===== config.mk =====
export PLATFORM = sky130hd
export DESIGN_NAME = fum_mips_mc
export DESIGN_NICKNAME = d
export VERILOG_FILES = /design/src/rtl/fum_mips_mc.sv
export SDC_FILE = /design/constraint.sdc
export NUM_CORES = 1
export LEC_CHECK = 0
export CORE_MARGIN = 10
export CORE_UTILIZATION = 45
export CTS_CLUSTER_DIAMETER = 80
export DETAILED_ROUTE_END_ITERATION = 12
export GPL_ROUTABILITY_DRIVEN = 0
export RECOVER_POWER = 25
export SLEW_MARGIN = 15
export SYNTH_ARGS = -nofsm -noshare
export SYNTH_HDL_FRONTEND = slang
export SYNTH_SLANG_ARGS = --single-unit
export TNS_END_PERCENT = 100

===== constraint.sdc =====
create_clock -name clk -period 3.38 [get_ports clk]
set_input_delay 0.338 -clock clk [delete_from_list [all_inputs] [get_ports clk]]
set_output_delay 0.338 -clock clk [all_outputs]
set_load 0.01 [all_outputs]

===== src/rtl/fum_mips_mc.sv =====
// -----------------------------------------------------------------------------
// fum_mips_mc
//   Multi-cycle FUM-MIPS core with a 16-bit instruction format and a
//   configurable datapath width. Instructions and data share one memory port
//   that uses a request/ready handshake, so the memory may stretch any access
//   by inserting wait states. A control FSM steps each instruction through
//   FETCH -> DECODE -> EXEC -> (MEM) -> (WB). HALT is a terminal state that
//   only reset can leave.
//
// Parameters
//   DATA_W    register / ALU / data width (>= 16)
//   ADDR_W    byte address width (>= 13)
//   RESET_PC  PC value loaded on reset (even)
//
// Ports
//   clk        system clock, rising-edge active
//   rst_n      asynchronous active-low reset
//   mem_req    memory access request (FETCH and MEM states only)
//   mem_we     1 = store (sw), 0 = read
//   mem_addr   byte address of the access
//   mem_wdata  store data
//   mem_rdata  read data; instruction fetch uses bits [15:0]
//   mem_ready  the access completes in any cycle with mem_req && mem_ready
//   retire     one-cycle pulse in the final cycle of each instruction
//   halted     high once a HALT instruction has executed
// -----------------------------------------------------------------------------
module fum_mips_mc #(
   parameter int unsigned DATA_W   = 16,
   parameter int unsigned ADDR_W   = 16,
   parameter int unsigned RESET_PC = 0
) (
   input  logic              clk,
   input  logic              rst_n,
   output logic              mem_req,
   output logic              mem_we,
   output logic [ADDR_W-1:0] mem_addr,
   output logic [DATA_W-1:0] mem_wdata,
   input  logic [DATA_W-1:0] mem_rdata,
   input  logic              mem_ready,
   output logic              retire,
   output logic              halted
);

   typedef enum logic [2:0] {
      FETCH,
      DECODE,
      EXEC,
      MEM,
      WB,
      HALT
   } state_t;

   localparam logic [3:0] OP_R    = 4'd0;
   localparam logic [3:0] OP_ADDI = 4'd1;
   localparam logic [3:0] OP_LW   = 4'd2;
   localparam logic [3:0] OP_SW   = 4'd3;
   localparam logic [3:0] OP_BEQ  = 4'd4;
   localparam logic [3:0] OP_BNE  = 4'd5;
   localparam logic [3:0] OP_J    = 4'd6;
   localparam logic [3:0] OP_HALT = 4'd15;

   localparam logic [ADDR_W-1:0] RESET_PC_V = ADDR_W'(RESET_PC);

   state_t state;
   state_t next_state;

   // Low during the first cycle after reset release, so the reset state
   // (FETCH) never requests memory while rst_n is still asserted.
   logic run;

   logic [ADDR_W-1:0] pc;
   logic [15:0]       ir;
   logic [DATA_W-1:0] a;
   logic [DATA_W-1:0] b;
   logic [DATA_W-1:0] alu_out;
   logic [DATA_W-1:0] mdr;
   logic [DATA_W-1:0] rf [8];

   // Instruction fields
   logic [3:0] op;
   logic [2:0] rs;
   logic [2:0] rt;
   logic [2:0] rd;
   logic [2:0] funct;

   assign op    = ir[15:12];
   assign rs    = ir[11:9];
   assign rt    = ir[8:6];
   assign rd    = ir[5:3];
   assign funct = ir[2:0];

   logic [DATA_W-1:0] imm_sext;
   logic [ADDR_W-1:0] br_off;
   logic [ADDR_W-1:0] jump_target;
   logic [ADDR_W-1:0] data_addr;
   logic [DATA_W-1:0] alu_result;
   logic              take_branch;
   logic              fire;
   logic [2:0]        wb_idx;
   logic [DATA_W-1:0] wb_data;

   assign imm_sext = {{(DATA_W-6){ir[5]}}, ir[5:0]};
   // Branch offset counts halfwords; pc already holds pc+2 when EXEC runs.
   assign br_off   = {{(ADDR_W-7){ir[5]}}, ir[5:0], 1'b0};

   assign take_branch = ((op == OP_BEQ) && (a == b)) ||
                        ((op == OP_BNE) && (a != b));

   assign fire    = mem_req & mem_ready;
   assign wb_idx  = (op == OP_R)  ? rd  : rt;
   assign wb_data = (op == OP_LW) ? mdr : alu_out;

   generate
      if (ADDR_W <= DATA_W) begin : g_addr_trunc
         assign data_addr = alu_out[ADDR_W-1:0];
      end else begin : g_addr_ext
         assign data_addr = {{(ADDR_W-DATA_W){1'b0}}, alu_out};
      end

      // Jumps keep the region bits above bit 12 of the incremented pc.
      if (ADDR_W > 13) begin : g_jmp_region
         assign jump_target = {pc[ADDR_W-1:13], ir[11:0], 1'b0};
      end else begin : g_jmp_flat
         assign jump_target = {ir[11:0], 1'b0};
      end
   endgenerate

   // ALU: R-type decodes funct; addi/lw/sw add the sign-extended immediate.
   // NOTE: every combinational output gets a default first so no path
   // leaves it unassigned and no latch is inferred.
   always_comb begin
      alu_result = a + imm_sext;
      if (op == OP_R) begin
         case (funct)
            3'd0:    alu_result = a + b;
            3'd1:    alu_result = a - b;
            3'd2:    alu_result = a & b;
            3'd3:    alu_result = a | b;
            3'd4:    alu_result = {{(DATA_W-1){1'b0}}, ($signed(a) < $signed(b))};
            default: alu_result = '0;
         endcase
      end
   end

   // ---------------------------------------------------------------------
   // FSM: state register
   // ---------------------------------------------------------------------
   // NOTE: clocked state is assigned with non-blocking assignments so every
   // register samples the values from before the edge.
   always_ff @(posedge clk or negedge rst_n) begin
      if (!rst_n) begin
         state <= FETCH;
      end else begin
         state <= next_state;
      end
   end

   // ---------------------------------------------------------------------
   // FSM: next-state logic
   // ---------------------------------------------------------------------
   always_comb begin
      next_state = state;
      case (state)
         FETCH:  if (fire) next_state = DECODE;
         DECODE: next_state = EXEC;
         EXEC: begin
            case (op)
               OP_R, OP_ADDI: next_state = WB;
               OP_LW, OP_SW:  next_state = MEM;
               OP_HALT:       next_state = HALT;
               default:       next_state = FETCH;
            endcase
         end
         MEM:    if (fire) next_state = (op == OP_SW) ? FETCH : WB;
         WB:     next_state = FETCH;
         HALT:   next_state = HALT;
         default: next_state = FETCH;
      endcase
   end

   // ---------------------------------------------------------------------
   // FSM: outputs
   // ---------------------------------------------------------------------
   // Address and store data come from pc / alu_out / b, none of which change
   // while an access is waiting, so they stay stable until mem_ready.
   always_comb begin
      mem_req   = 1'b0;
      mem_we    = 1'b0;
      mem_addr  = pc;
      mem_wdata = b;
      retire    = 1'b0;
      halted    = 1'b0;
      case (state)
         FETCH: mem_req = run;
         EXEC: begin
            case (op)
               OP_R, OP_ADDI, OP_LW, OP_SW: retire = 1'b0;
               default:                     retire = 1'b1;
            endcase
         end
         MEM: begin
            mem_req  = 1'b1;
            mem_addr = data_addr;
            mem_we   = (op == OP_SW);
            retire   = mem_ready && (op == OP_SW);
         end
         WB:      retire = 1'b1;
         HALT:    halted = 1'b1;
         default: ;
      endcase
   end

   // ---------------------------------------------------------------------
   // Datapath registers
   // ---------------------------------------------------------------------
   // NOTE: the register file is only eight words and must read as zero
   // straight out of reset, so it sits in the reset branch with the rest of
   // the datapath rather than being left as an uninitialised memory.
   always_ff @(posedge clk or negedge rst_n) begin
      if (!rst_n) begin
         run     <= 1'b0;
         pc      <= RESET_PC_V;
         ir      <= '0;
         a       <= '0;
         b       <= '0;
         alu_out <= '0;
         mdr     <= '0;
         for (int i = 0; i < 8; i++) begin
            rf[i] <= '0;
         end
      end else begin
         run <= 1'b1;
         case (state)
            FETCH: begin
               if (fire) begin
                  ir <= mem_rdata[15:0];
                  pc <= pc + ADDR_W'(2);
               end
            end
            DECODE: begin
               a <= rf[rs];
               b <= rf[rt];
            end
            EXEC: begin
               alu_out <= alu_result;
               if (take_branch) begin
                  pc <= pc + br_off;
               end else if (op == OP_J) begin
                  pc <= jump_target;
               end
            end
            MEM: begin
               if (fire && (op == OP_LW)) begin
                  mdr <= mem_rdata;
               end
            end
            WB: begin
               // r0 is never written, so it keeps reading zero.
               if (wb_idx != 3'd0) begin
                  rf[wb_idx] <= wb_data;
               end
            end
            default: ;
         endcase
      end
   end

endmodule


==> summary.txt <==
Logic synthesis
  – Main synth FF type: dfrtp_1
  – Dominant cell type by area after synthesis: dfrtp_1
  – Cell Area, Synth: 14,700 um2
  – Synth top area share: between 30% and 40%
  – Synthesized net count: 1,642
  – Mapped Avg Cell Area: 9.56 um2
  – Count leader, synth: dfrtp_1
  – Yosys warns: 0
  – Commonest cells in the netlist: dfrtp_1 (227), nor2_1 (182), a21oi_1 (164), nand2_1 (160), o21ai_0 (95)
  – Syn Inst Count: 1,536
  – Sequential-to-total area share from yosys stat: 38.7%
  – Synth Register Bits: 227
  – Async SR Flop Fraction: 100%
  – Area contributors post-synth: dfrtp_1 (39%), mux4_2 (10%), ha_1 (7.1%)
  – Synth cell types: between 70 and 80
  – Number of flops mapped to enable cells by yosys: 0

Die
  – Chip Width: 201 um
  – IO Count: 55
  – Full die area: 40,200 um2
  – Placeable Area: 32,400 um2
  – Site Rows: 66
  – Initial core utilization: 45.3%
  – Chip Height: 201 um

Timing
  – Setup TNS: 0 ns
  – RSZ-0062 raised after global routing: false
  – Fin. Hold Viols: 0
  – Clk_skew: just under 0.05 ns
  – Slew @ Worst Pin: 2.73 ns
  – Final setup viols: 0
  – Max-slew headroom: -82.1%
  – Final cycle utilization of the critical path: 95.3%
  – Hold_ws: 0.311 ns
  – Final Max Tran Viols: roughly 100
  – Max Clock Freq: 311 MHz
  – Tmin final: about 3.2 ns

Detailed routing
  – Wire length on met3: 3240 um
  – DR vias: 12,046
  – Routed vias/inst: roughly 5.9
  – Wl on met1: 19,700 um
  – DRT Wirelength: 45,100 um
  – Initial DRC count: 1,011
  – Top Metal Used: met4
  – Met2 Wirelength: approximately 21,000 um
  – Post-route ant nets: 0
  – DR pass1 iterations: 6
  – Drt wl/cell: 22.1 um
  – DRC viols: 0

Critical path
  – Setup crit start: a[1]
  – Crit path max-delay cell type: o311ai_0
  – Crit path DAT: 3.63 ns
  – Critical Path Sink Type: flip-flop
  – Crit path cell chain: inv_1, ha_1, a211oi_1, o21ai_0, o31ai_2, o311ai_0, a41oi_1, mux2i_1, o21ai_1, a31oi_1
  – Critical path launch point type: flip-flop
  – Req. time, crit path: roughly 3.8 ns
  – Worst-path fanout max: 6
  – R2r startpoint: a[1]
  – Crit-path max cell delay: 0.79 ns
  – Kind of critical path: flip-flop to flip-flop

Clock tree
  – Clock Latency Late Sink: 0.59 ns
  – H-tree levels: 1
  – CTS buffer count: 28
  – Clk sinks: 227
  – Root buffer selected by CTS: clkbuf_16
  – CTS clock-pin slew for the worst setup and hold paths: 0.06 ns
  – Longest Clk Path Bufs: 3
  – CTS tree: yes

Outcome
  – Failing checks: max-capacitance violations, max-slew violations
  – Status: complete, but fails checks

Global routing
  – GRT Resource Usage Total: about 22%
  – Overflow after GRT: 0
  – Vias in the first global route: 11,689
  – Largest net degree at the start of global routing: 103
  – Initial antenna violation count: 0
  – First-pass GRT wire length: around 70,000 um

Placement
  – Detail Placement HPWL: roughly 32,000 um
  – Input/output buffers: between 50 and 60

Cells and area
  – Layout cell share with drive strength beyond 1: 15.4%
  – Area Overhead vs Synth: 15.3%
  – Final nets: 1,683
  – Antenna diodes: 0

Pwr
  – PwrDens: 1150 nW/um2
  – Peak supply drop: between 500 and 600 uV
  – Leakage: 7.36 nW

Hold path
  – Min-delay worst type: primary input to flip-flop
  – Hold_sp: mem_rdata[9]

Job
  – # Max-Cap Violations: 1
-- worst max-delay path: cells and delay by family (launching register included) --
kind / cells / cell delay, ns
AO/OA/AOI/OAI: 7 / 1.83
flip-flops: 1 / 0.48
buffers and inverters: 1 / 0.17
multiplexers: 1 / 0.17
adder cells (fa/ha/maj): 1 / 0.39
-- power by group --
group | switching (mW) | internal (mW)
logic | 6.38 | 4.82
registers | 1.29 | 3.71
clock network | 1.29 | 1.96
total | 8.96 | 10.5
-- cells in the final DEF (no fill, tap or decap), types with 6 or more instances in the layout --
master / count
buf_12: 6
or2_2: 7
o21bai_1: 7
nor2b_1: 10
a21oi_1: 164
nand2b_1: 6
o211ai_1: 9
nand3_1: 19
dfrtp_1: 225
mux2i_1: 60
nor2_1: 179
a21o_1: 13
nor3_1: 28
o21ai_0: 95
o22ai_1: 6
nand4_1: 7
nand2_1: 160
clkdlybuf4s50_1: 53
a211oi_1: 12
clkbuf_8: 6
clkinv_2: 8
buf_4: 55
ha_1: 83
inv_1: 61
mux4_2: 65
mux2_2: 31
clkbuf_16: 28
xor2_1: 8
or3_1: 10
a31oi_1: 17
o31ai_1: 9
xnor2_1: 24
nor3b_1: 6
and3_1: 6
-- cell type report --
type,instances,area (um2)
well taps,442,553
clock buffers,36,791
multi-input cells,1142,8380
inverters,62,233
repair buffers,116,1080
clock inverters,16,214
flip-flops and latches,227,5680
fillers,2981,15400
-- sequential cells by signal (all words and copies together) (netlist names) --
name / cells
a: 16
state: 3
rf: 128
ir: 16
mem_wdata: 16
pc: 15
mdr: 16
alu_out: 16
run: 1
-- layer usage --
layer	up-vias	track usage, %
met4	0	5.00
met1	5956	30.4
met3	71	3.31
met2	417	35.3
li1	5602	-
met5	-	0
-- path summary, 6_finish.rpt --
check,end,slack [ns],cells after the start
max reg2reg,alu_out[15],0.16,10
min,ir[9],0.31,3
max,alu_out[15],0.16,10
max in group asynchronous,mem_wdata[11],0.59,2
min in group asynchronous,rf[83],1.14,2
min reg2reg,rf[116],0.39,0
-- what timing repair did --
item	4_1_cts	5_1_grt
hold buffers	1	0
endpoints found under the hold margin	97	0
buffers inserted	0	0
endpoints found under the setup margin	0	5
resized for setup	0	4
-- kinds of logic (layout without fill, tap and decap cells) --
family,Yosys count,after routing,share of synthesized area [%]
AOI/OAI and AO/OA,397,397,16.3
xor gates and xnor gates,33,33,2.02
adders and majority gates,87,87,7.62
buffers and inverters,167,230,4.65
DFF,227,227,38.7
muxes,156,156,16.4
other,1,1,0.0255
and+or+nand+nor,468,468,14.2
-- metrics by stage --
stage,instances,power [mW],area (um2),setup slack [ns],utilization (%)
3_3_place_gp,1988,15.8,15900,0.271,49.1
2_1_floorplan,1536,12.3,14700,0.503,-
3_5_place_dp,1988,16.0,15900,0.253,49.1
4_1_cts,2041,19.3,16900,0.191,52.3
5_1_grt,2041,20.8,16900,0.0111,52.3
6_report,2041,19.4,16900,0.160,52.3
No activity file was read; power rests on OpenSTA's default activity.
